===== config.mk =====
export PLATFORM = sky130hd
export DESIGN_NAME = dm_load_unit
export DESIGN_NICKNAME = d
export VERILOG_FILES = /design/src/rtl/dm_load_unit.sv
export SDC_FILE = /design/constraint.sdc
export NUM_CORES = 1
export LEC_CHECK = 0
export BUFFER_PORTS_ARGS = -buffer_cell sky130_fd_sc_hd__buf_2
export CORE_MARGIN = 2
export CORE_UTILIZATION = 49
export CTS_CLUSTER_SIZE = 30
export DETAILED_ROUTE_END_ITERATION = 10
export GPL_TIMING_DRIVEN = 0
export HOLD_SLACK_MARGIN = 0.1
export PLACE_DENSITY_LB_ADDON = 0.15
export SYNTH_ARGS = -nofsm -noshare
export SYNTH_HDL_FRONTEND = slang
export SYNTH_SLANG_ARGS = --single-unit

===== constraint.sdc =====
create_clock -name clk -period 2.5 [get_ports clk]
set_input_delay 0.25 -clock clk [delete_from_list [all_inputs] [get_ports clk]]
set_output_delay 0.25 -clock clk [all_outputs]
set_load 0.05 [all_outputs]

===== src/rtl/dm_load_unit.sv =====
// ============================================================================
//  Module   : dm_load_unit
//  Brief    : Load path to data memory. Issues a word-aligned read, waits for
//             the ack or a timeout, then extracts and extends the loaded value.
//  Revision : 1.0 - initial release
// ============================================================================
`default_nettype none

module dm_load_unit #(
   parameter int TIMEOUT = 16
) (
   input  logic        clk,
   input  logic        reset,
   input  logic        LdReq,
   input  logic [2:0]  LdType,
   input  logic [31:0] Addr,
   input  logic        Flush,
   output logic        MemRd,
   output logic [31:0] MemAddr,
   input  logic [31:0] MemRData,
   input  logic        MemAck,
   output logic [31:0] RDOut,
   output logic        LdDone,
   output logic        Stall,
   output logic        AdEL,
   output logic        BusErr
);

   localparam int              c_cw       = $clog2(TIMEOUT + 1);
   localparam logic [c_cw-1:0] c_cnt_last = c_cw'(TIMEOUT - 1);

   localparam logic [2:0] c_lw  = 3'b001;
   localparam logic [2:0] c_lh  = 3'b010;
   localparam logic [2:0] c_lhu = 3'b011;
   localparam logic [2:0] c_lb  = 3'b100;
   localparam logic [2:0] c_lbu = 3'b101;

   typedef enum logic [1:0] {
      S_IDLE = 2'd0,
      S_WAIT = 2'd1,
      S_DONE = 2'd2
   } state_t;

   state_t          r_state;
   state_t          w_next;
   logic [c_cw-1:0] r_cnt;
   logic [2:0]      r_type;
   logic [1:0]      r_off;
   logic            r_mem_rd;
   logic [31:0]     r_mem_addr;
   logic [31:0]     r_rd_out;
   logic            r_ld_done;
   logic            r_bus_err;
   logic            r_adel;

   logic            w_legal;
   logic            w_aligned;
   logic            w_accept;
   logic            w_misalign;
   logic            w_timeout;

   function automatic logic [31:0] extract(input logic [2:0]  t,
                                           input logic [1:0]  o,
                                           input logic [31:0] d);
      logic [15:0] h;
      logic [7:0]  b;
      logic [31:0] res;
      h = o[1] ? d[31:16] : d[15:0];
      case (o)
         2'b00:   b = d[7:0];
         2'b01:   b = d[15:8];
         2'b10:   b = d[23:16];
         default: b = d[31:24];
      endcase
      case (t)
         c_lw:    res = d;
         c_lh:    res = {{16{h[15]}}, h};
         c_lhu:   res = {16'h0000, h};
         c_lb:    res = {{24{b[7]}}, b};
         c_lbu:   res = {24'h000000, b};
         default: res = 32'h0000_0000;
      endcase
      return res;
   endfunction

   always_comb begin
      w_legal = (LdType >= c_lw) && (LdType <= c_lbu);
      case (LdType)
         c_lw:        w_aligned = (Addr[1:0] == 2'b00);
         c_lh, c_lhu: w_aligned = ~Addr[0];
         default:     w_aligned = 1'b1;
      endcase
      w_accept   = (r_state == S_IDLE) && LdReq && w_legal &&  w_aligned && !Flush;
      w_misalign = (r_state == S_IDLE) && LdReq && w_legal && !w_aligned && !Flush;
      w_timeout  = (r_state == S_WAIT) && (r_cnt == c_cnt_last) && !MemAck;
   end

   always_comb begin
      w_next = r_state;
      Stall  = 1'b0;
      case (r_state)
         S_IDLE: begin
            if (w_accept) begin
               w_next = S_WAIT;
               Stall  = 1'b1;
            end
         end
         S_WAIT: begin
            Stall = 1'b1;
            if (Flush)
               w_next = S_IDLE;
            else if (MemAck || w_timeout)
               w_next = S_DONE;
         end
         S_DONE:  w_next = S_IDLE;
         default: w_next = S_IDLE;
      endcase
   end

   always_ff @(posedge clk) begin
      if (reset) begin
         r_state    <= S_IDLE;
         r_cnt      <= '0;
         r_type     <= 3'b000;
         r_off      <= 2'b00;
         r_mem_rd   <= 1'b0;
         r_mem_addr <= 32'h0000_0000;
         r_rd_out   <= 32'h0000_0000;
         r_ld_done  <= 1'b0;
         r_bus_err  <= 1'b0;
         r_adel     <= 1'b0;
      end else begin
         r_state   <= w_next;
         r_ld_done <= 1'b0;
         r_bus_err <= 1'b0;
         r_adel    <= 1'b0;
         case (r_state)
            S_IDLE: begin
               r_cnt <= '0;
               if (w_accept) begin
                  r_type     <= LdType;
                  r_off      <= Addr[1:0];
                  r_mem_addr <= {Addr[31:2], 2'b00};
                  r_mem_rd   <= 1'b1;
               end else if (w_misalign) begin
                  r_adel <= 1'b1;
               end
            end
            S_WAIT: begin
               // Flush discards any ack arriving in the same cycle.
               if (Flush) begin
                  r_mem_rd <= 1'b0;
                  r_cnt    <= '0;
               end else if (MemAck) begin
                  r_rd_out  <= extract(r_type, r_off, MemRData);
                  r_mem_rd  <= 1'b0;
                  r_ld_done <= 1'b1;
               end else if (w_timeout) begin
                  r_rd_out  <= 32'h0000_0000;
                  r_mem_rd  <= 1'b0;
                  r_bus_err <= 1'b1;
                  r_ld_done <= 1'b1;
               end else begin
                  r_cnt <= r_cnt + 1'b1;
               end
            end
            S_DONE: begin
               r_cnt <= '0;
            end
            default: begin
               r_cnt    <= '0;
               r_mem_rd <= 1'b0;
            end
         endcase
      end
   end

   // A flush arriving during DONE still cancels the completion pulses.
   assign LdDone  = r_ld_done & ~Flush;
   assign BusErr  = r_bus_err & ~Flush;
   assign MemRd   = r_mem_rd;
   assign MemAddr = r_mem_addr;
   assign RDOut   = r_rd_out;
   assign AdEL    = r_adel;

endmodule

`default_nettype wire


### Yosys cells after proc, flatten, opt, wreduce, memory -nomap -nowiden

Cells that the tools add are included.

| word-level totals | value |
|---|---|
| output and inout port bits | 69 |
| ROM bits | 0 |
| RAM bits | 0 |
| memories kept | 0 |
| latch bits | 0 |
| bits in registers | 78 |
| word-level logic and storage cells | 84 |
| input port bits | 72 |

| operators by class | value |
|---|---|
| magnitude comparators | 2 |
| equality and inequality tests | 16 |
| multiply operators | 0 |
| bitwise gates (word level) | 9 |
| mux-type cells | 20 |
| shifts and indexed selects | 0 |
| reductions and logical operators | 26 |
| add/sub/neg operators | 1 |
| divide/modulo/power cells | 0 |

Operator list:

| kind | number |
|---|---|
| case mux 32 bit (5 select lines) | 1 |
| two-way mux 32 bit | 2 |
| case mux 8 bit (3 select lines) | 1 |
| two-way mux 16 bit | 1 |
| == test 3 x 2 -> 1 bit, second input constant | 4 |
| logical AND 1 bit | 9 |
| two-way mux 1 bit | 8 |
| inverter 1 bit | 7 |
| == test 3 x 1 -> 1 bit, second input constant | 2 |
| == test 3 bit, second input constant | 2 |
| logical NOT 2 bit | 3 |
| two-way mux 2 bit | 3 |
| AND reduction 2 bit | 3 |
| AND reduction 3 bit | 2 |
| OR reduction 3 bit | 2 |
| adder 5 x 1 -> 5 bit, second input constant | 1 |
| == test 5 x 4 -> 1 bit, second input constant | 1 |
| == test 2 x 1 -> 1 bit, second input constant | 2 |
| == test 2 bit, second input constant | 2 |
| != test 4 bit, second input constant | 1 |
| case mux 1 bit (2 select lines) | 2 |
| case mux 2 bit (2 select lines) | 1 |
| OR reduction 4 bit | 1 |
| >= comparator 3 x 1 -> 1 bit, second input constant | 1 |
| other kinds (9) | 12 |

### Depth between registers and ports, before layout

| logic depth | value |
|---|---|
| depth in word-level cells | 7 |
| mapped depth | 8 |
| depth with buffers taken out | 7 |

### Worst setup path after synthesis

OpenSTA, ideal clock, no wires.

| path | value |
|---|---|
| path kind | reg-to-output |
| from | register r_state[0] |
| to | output Stall |
| required time | 2.250 ns |
| arrival time | 1.707 ns |
| buffers on the path | 1 |
| stages on the path, launching flop included | 5 |
| slack | 0.543 ns |
| cells stage by stage | dfxtp_1 > or4b_1 > buf_2 > a21o_2 > o21ai_0 |

| on the way | value |
|---|---|
| word-level cells in the longest chain between the ends | 7 |
| elaborated cells between the ends (all ways) | 8 |
| those cells by class | 1 x eq/ne; 2 x mux; 5 x reduce/logical |

Ends and longest elaborated chain:

| what | RTL line | source |
|---|---|---|
| from (decl) | 44 | `state_t r_state;` |
| from (signal assigned) | 133 | `r_state <= w_next;` |
| logical NOT 2 bit | 93, 101 |  |
| logical AND 1 bit (4 in a row) | 93 | `w_accept = (r_state == S_IDLE) && LdReq && w_legal && w_aligned && !Flush;` |
| two-way mux 1 bit | 103 | `if (w_accept) begin` |
| case mux 1 bit (2 select lines) (*) | 101 | `case (r_state)` |
| to (decl) | 24 | `output logic Stall,` |

Every way passes the cells marked *; elsewhere a longest branch is shown, timed or not.

### Final worst setup path

Same ends and word-level chain as after synthesis.

==> metrics.txt <==
# TYPE chip_impl_metric gauge
chip_impl_info{name="run_status",value="finished clean"} 1
chip_impl_metric{name="tritoncts_num_sinks",unit=""} 78
chip_impl_metric{name="synth_enable_flop_cells",unit=""} 0
chip_impl_info{name="cts_tree",value="yes"} 1
chip_impl_metric{name="routed_wire_length_per_instance",unit="microns"} 15.4
chip_impl_metric{name="static-leakage-power",unit="nW"} 1.95
chip_impl_metric{name="detail_route.first_pass.iterations",unit=""} 9
chip_impl_metric{name="critPathBufInv",unit=""} 2
chip_impl_metric{name="layout_worst_path_cycle_share",unit="%"} 89.9
chip_impl_metric{name="worst_slew_margin",unit="%"} 62.3
chip_impl_metric{name="row_count",unit=""} 31
chip_impl_info{name="synth_top_flop_cell",value="dfxtp_1"} 1
chip_impl_metric{name="p_clk_share",unit="%"} 37.0
chip_impl_metric{name="post_cts_hold_buffer_count",unit=""} 0
chip_impl_metric{name="ys_ff_latch",unit=""} 78
chip_impl_info{name="most_frequent_cells_in_the_layout",value="buf_2 (148), nand2_1 (87), dfxtp_1 (78), mux2i_1 (36), a21oi_1 (34)"} 1
chip_impl_metric{name="die_y",unit="microns"} 90.9
chip_impl_metric{name="drv_slew",unit=""} 0
chip_impl_metric{name="fmax",unit="GHz"} 0.445
chip_impl_info{name="most_common_cell_after_layout_fill_and_taps_aside",value="buf_2"} 1
chip_impl_metric{name="dp_hpwl",unit="microns"} 7780
chip_impl_metric{name="cap_violations",unit=""} 0
chip_impl_metric{name="n_antenna_cell",unit=""} 0
chip_impl_metric{name="drc",unit=""} 0
chip_impl_info{name="timing.critical_path.max_delay_family",value="simple AND/OR/NAND/NOR gates"} 1
chip_impl_metric{name="setup_slack",unit="ns"} 0.253
chip_impl_metric{name="worst-endpoint-arrival",unit="ns"} 2.00
chip_impl_metric{name="sequential_to_total_area_share_from_yosys_stat",unit="%"} 42.2
chip_impl_metric{name="synthDistinctLibCells",unit=""} 47
chip_impl_info{name="cp-end-kind",value="output pin"} 1
chip_impl_metric{name="timing.critical_path.slowest_cell_delay",unit="ns"} 0.51
chip_impl_metric{name="finalSetupViolCount",unit=""} 0
chip_impl_info{name="timing_worst_setup_path_type",value="reg2out"} 1
chip_impl_metric{name="layout-drive-gt1-share",unit="%"} 33.9
chip_impl_info{name="critical_path.cell_chain",value="or4b_1, buf_2, a21o_2, o21ai_0, buf_2"} 1
chip_impl_metric{name="nNetsFinal",unit=""} 641
chip_impl_metric{name="power.share.switching",unit="%"} 27.5
chip_impl_metric{name="holdWs",unit="ns"} 0.124
chip_impl_metric{name="area_delta_synth_final",unit="%"} 27.3
chip_impl_metric{name="antenna_found_initial",unit=""} 0
chip_impl_metric{name="wire_length_of_the_first_global_routing_pass",unit="microns"} 16600
chip_impl_metric{name="ir_drop",unit="uV"} 336
chip_impl_metric{name="comb_power_share",unit="%"} 12.6
chip_impl_metric{name="wl",unit="microns"} 10300
chip_impl_metric{name="n_fill_cell",unit=""} 702
chip_impl_metric{name="number_of_input_and_output_port_buffers_inserted",unit=""} 138
chip_impl_metric{name="period_needed",unit="ns"} 2.25
chip_impl_metric{name="post_synth_instance_area",unit="sq mm"} 0.00370
chip_impl_metric{name="total_switching_power",unit="W"} 0.000694
chip_impl_metric{name="power-per-cell-area",unit="mW/mm^2"} 536
chip_impl_metric{name="globalRouteOverflowTotal",unit=""} 0
chip_impl_metric{name="crit_path_max_fanout",unit=""} 5
chip_impl_info{name="hold_path.class",value="in2reg"} 1
chip_impl_metric{name="worst-slew-pin-transition",unit="ns"} 0.559
chip_impl_metric{name="pre_cts_slack",unit="ns"} 0.205
chip_impl_info{name="category_of_the_worst_setup_path_launch_point",value="flop"} 1
chip_impl_metric{name="finalInstanceArea",unit="sq mm"} 0.00471
chip_impl_metric{name="drt_iter0_markers",unit=""} 219
chip_impl_metric{name="fin_tns_setup",unit="ns"} 0
chip_impl_metric{name="post_drt_via_cell_ratio",unit=""} 5.47
chip_impl_info{name="most_used_cell_cp",value="buf_2"} 1
chip_impl_info{name="cts-root-buf",value="clkbuf_8"} 1
chip_impl_metric{name="synthArstFlopShare",unit="%"} 0
chip_impl_metric{name="initial_core_utilization",unit="%"} 50.8
chip_impl_metric{name="critPathRequiredTime",unit="ns"} 2.25
chip_impl_metric{name="clkLatencyLatePin",unit="ns"} 0.36
chip_impl_metric{name="buffer_levels_on_the_longest_clock_path",unit=""} 2
chip_impl_metric{name="floorplan.die.width",unit="microns"} 90.9
chip_impl_metric{name="r2r_setup_slack",unit="ns"} 0.27
chip_impl_metric{name="dpl-instance-area",unit="sq mm"} 0.00452
chip_impl_metric{name="cts_max_level",unit=""} 3
chip_impl_metric{name="grt_util_all_layers",unit="%"} 24.7
chip_impl_metric{name="grt_pass1_vias",unit=""} 3438
chip_impl_metric{name="grt_max_degree",unit=""} 14
chip_impl_metric{name="cts_made_buffers",unit=""} 9
chip_impl_metric{name="seq_power_share",unit="%"} 50.3
chip_impl_metric{name="routed-via-count",unit=""} 3673
chip_impl_metric{name="cts.clk_slew.worst_paths",unit="ns"} 0.08
chip_impl_info{name="crit_path_top_delay_cell",value="or4b_1"} 1
chip_impl_metric{name="gp_congestion",unit=""} 0.902
chip_impl_metric{name="die_area",unit="sq mm"} 0.00827
chip_impl_metric{name="placeableCoreArea",unit="sq mm"} 0.00729
chip_impl_metric{name="floorplan.io_pins",unit=""} 141
chip_impl_metric{name="skew",unit="ns"} 0.00543
chip_impl_info{name="rsz0062_at_grt",value="no"} 1
chip_impl_metric{name="p_int",unit="W"} 0.00183
chip_impl_metric{name="mean_post_synth_cell_area",unit="sq um"} 8.88
chip_impl_metric{name="final-hold-violation-count",unit=""} 0
chip_impl_metric{name="detail-route-antenna-nets",unit=""} 0
chip_impl_metric{name="synth-warning-count",unit=""} 0
chip_impl_metric{name="synthesis.instances",unit=""} 417
synth_stat cells (3+ instances only):
cell / count / share of area [%]
nor3b_1: 4 / 0.81
a22oi_1: 23 / 4.7
nor2_1: 10 / 1.0
o21ai_0: 6 / 0.81
or2_2: 8 / 1.4
nand2_1: 87 / 8.8
a21oi_1: 34 / 4.6
buf_8: 3 / 1.2
a211oi_1: 24 / 4.9
mux2i_1: 36 / 9.7
clkbuf_1: 18 / 1.8
nand3b_1: 3 / 0.61
buf_4: 3 / 0.61
buf_2: 10 / 1.4
mux2_2: 7 / 2.1
dfxtp_1: 78 / 42
inv_1: 5 / 0.51
nor2b_1: 9 / 1.5
a222oi_1: 5 / 1.4
a311oi_1: 8 / 1.9
metrics by stage:
step	cells	total power, W	utilization (%)
after detailed placement	655	0.00162	62.0
after global placement	655	0.00161	62.0
final	671	0.00253	64.7
after CTS	671	0.00254	64.6
after global routing	671	0.00262	64.7
after floorplan	418	0.00150	-
path summary, 6_finish.rpt:
| kind | from | endpoint | cells past startpoint |
|---|---|---|---|
| max | r_state[0] | Stall | 5 |
| min reg2reg | MemAddr[17] | MemAddr[17] | 2 |
| max reg2reg | r_cnt[0] | RDOut[25] | 8 |
| min | Addr[27] | MemAddr[27] | 3 |
layout make-up:
cell class	instances	area (sq um)	area share, %
plain buffers	36	196	4.17
clock buffers	10	128	2.71
clock inverters	6	62.6	1.33
inverters	6	22.5	0.478
multi-input cells	298	1930	40.9
flip-flops and latches	78	1560	33.1
well taps	99	124	2.63
repair buffers	138	691	14.6
registers in the layout, indices dropped and copies added (netlist names):
| register | cells |
|---|---|
| r_cnt | 5 |
| r_off | 2 |
| MemRd | 1 |
| r_state | 2 |
| r_type | 3 |
| r_bus_err | 1 |
| AdEL | 1 |
| MemAddr | 30 |
| RDOut | 32 |
| r_ld_done | 1 |
cell families (layout without fill, tap and decap cells):
group	Yosys count	after routing	share of synthesized area, %
other	1	2	0.101
buffers and inverters	42	196	5.81
flip-flops	78	78	42.2
AND/OR/NAND/NOR	131	131	16.0
XOR/XNOR	3	3	0.710
adder cells (fa/ha/maj)	2	2	0.676
multiplexers	44	44	12.5
AO/OA/AOI/OAI	116	116	22.1
metal layers:
layer,part of all wire (%),up-vias,GRT usage (%)
met5,0,-,0
met1,43,1698,32.0
li1,-,1804,-
met2,47,153,39.9
met3,7.6,18,5.59
met4,1.9,0,9.60
worst register-to-register path, cell delays in order (launching register included):
cell      delay, ns
dfxtp_1        0.34
ha_1           0.21
and3_1         0.19
ha_1           0.21
o21ai_0        0.24
buf_2          0.25
clkbuf_1       0.37
a21oi_1        0.14
a211oi_1       0.21
power by group through the flow:
stage               clock network [W]  logic, W  registers (W)
detailed placement                  0  0.000318        0.00130
finish                       0.000936  0.000320        0.00127
global route                 0.000998  0.000345        0.00128
global placement                    0  0.000313        0.00130
floorplan                           0  0.000142        0.00136
CTS                          0.000946  0.000318        0.00127
timing repair:
item                       in CTS  in global routing
setup buffers                   0                  0
hold endpoints to repair        0                  0
gates resized for setup         0                  4
setup endpoints to repair       0                 21
Note: power is estimated with default switching activity, not from simulation.
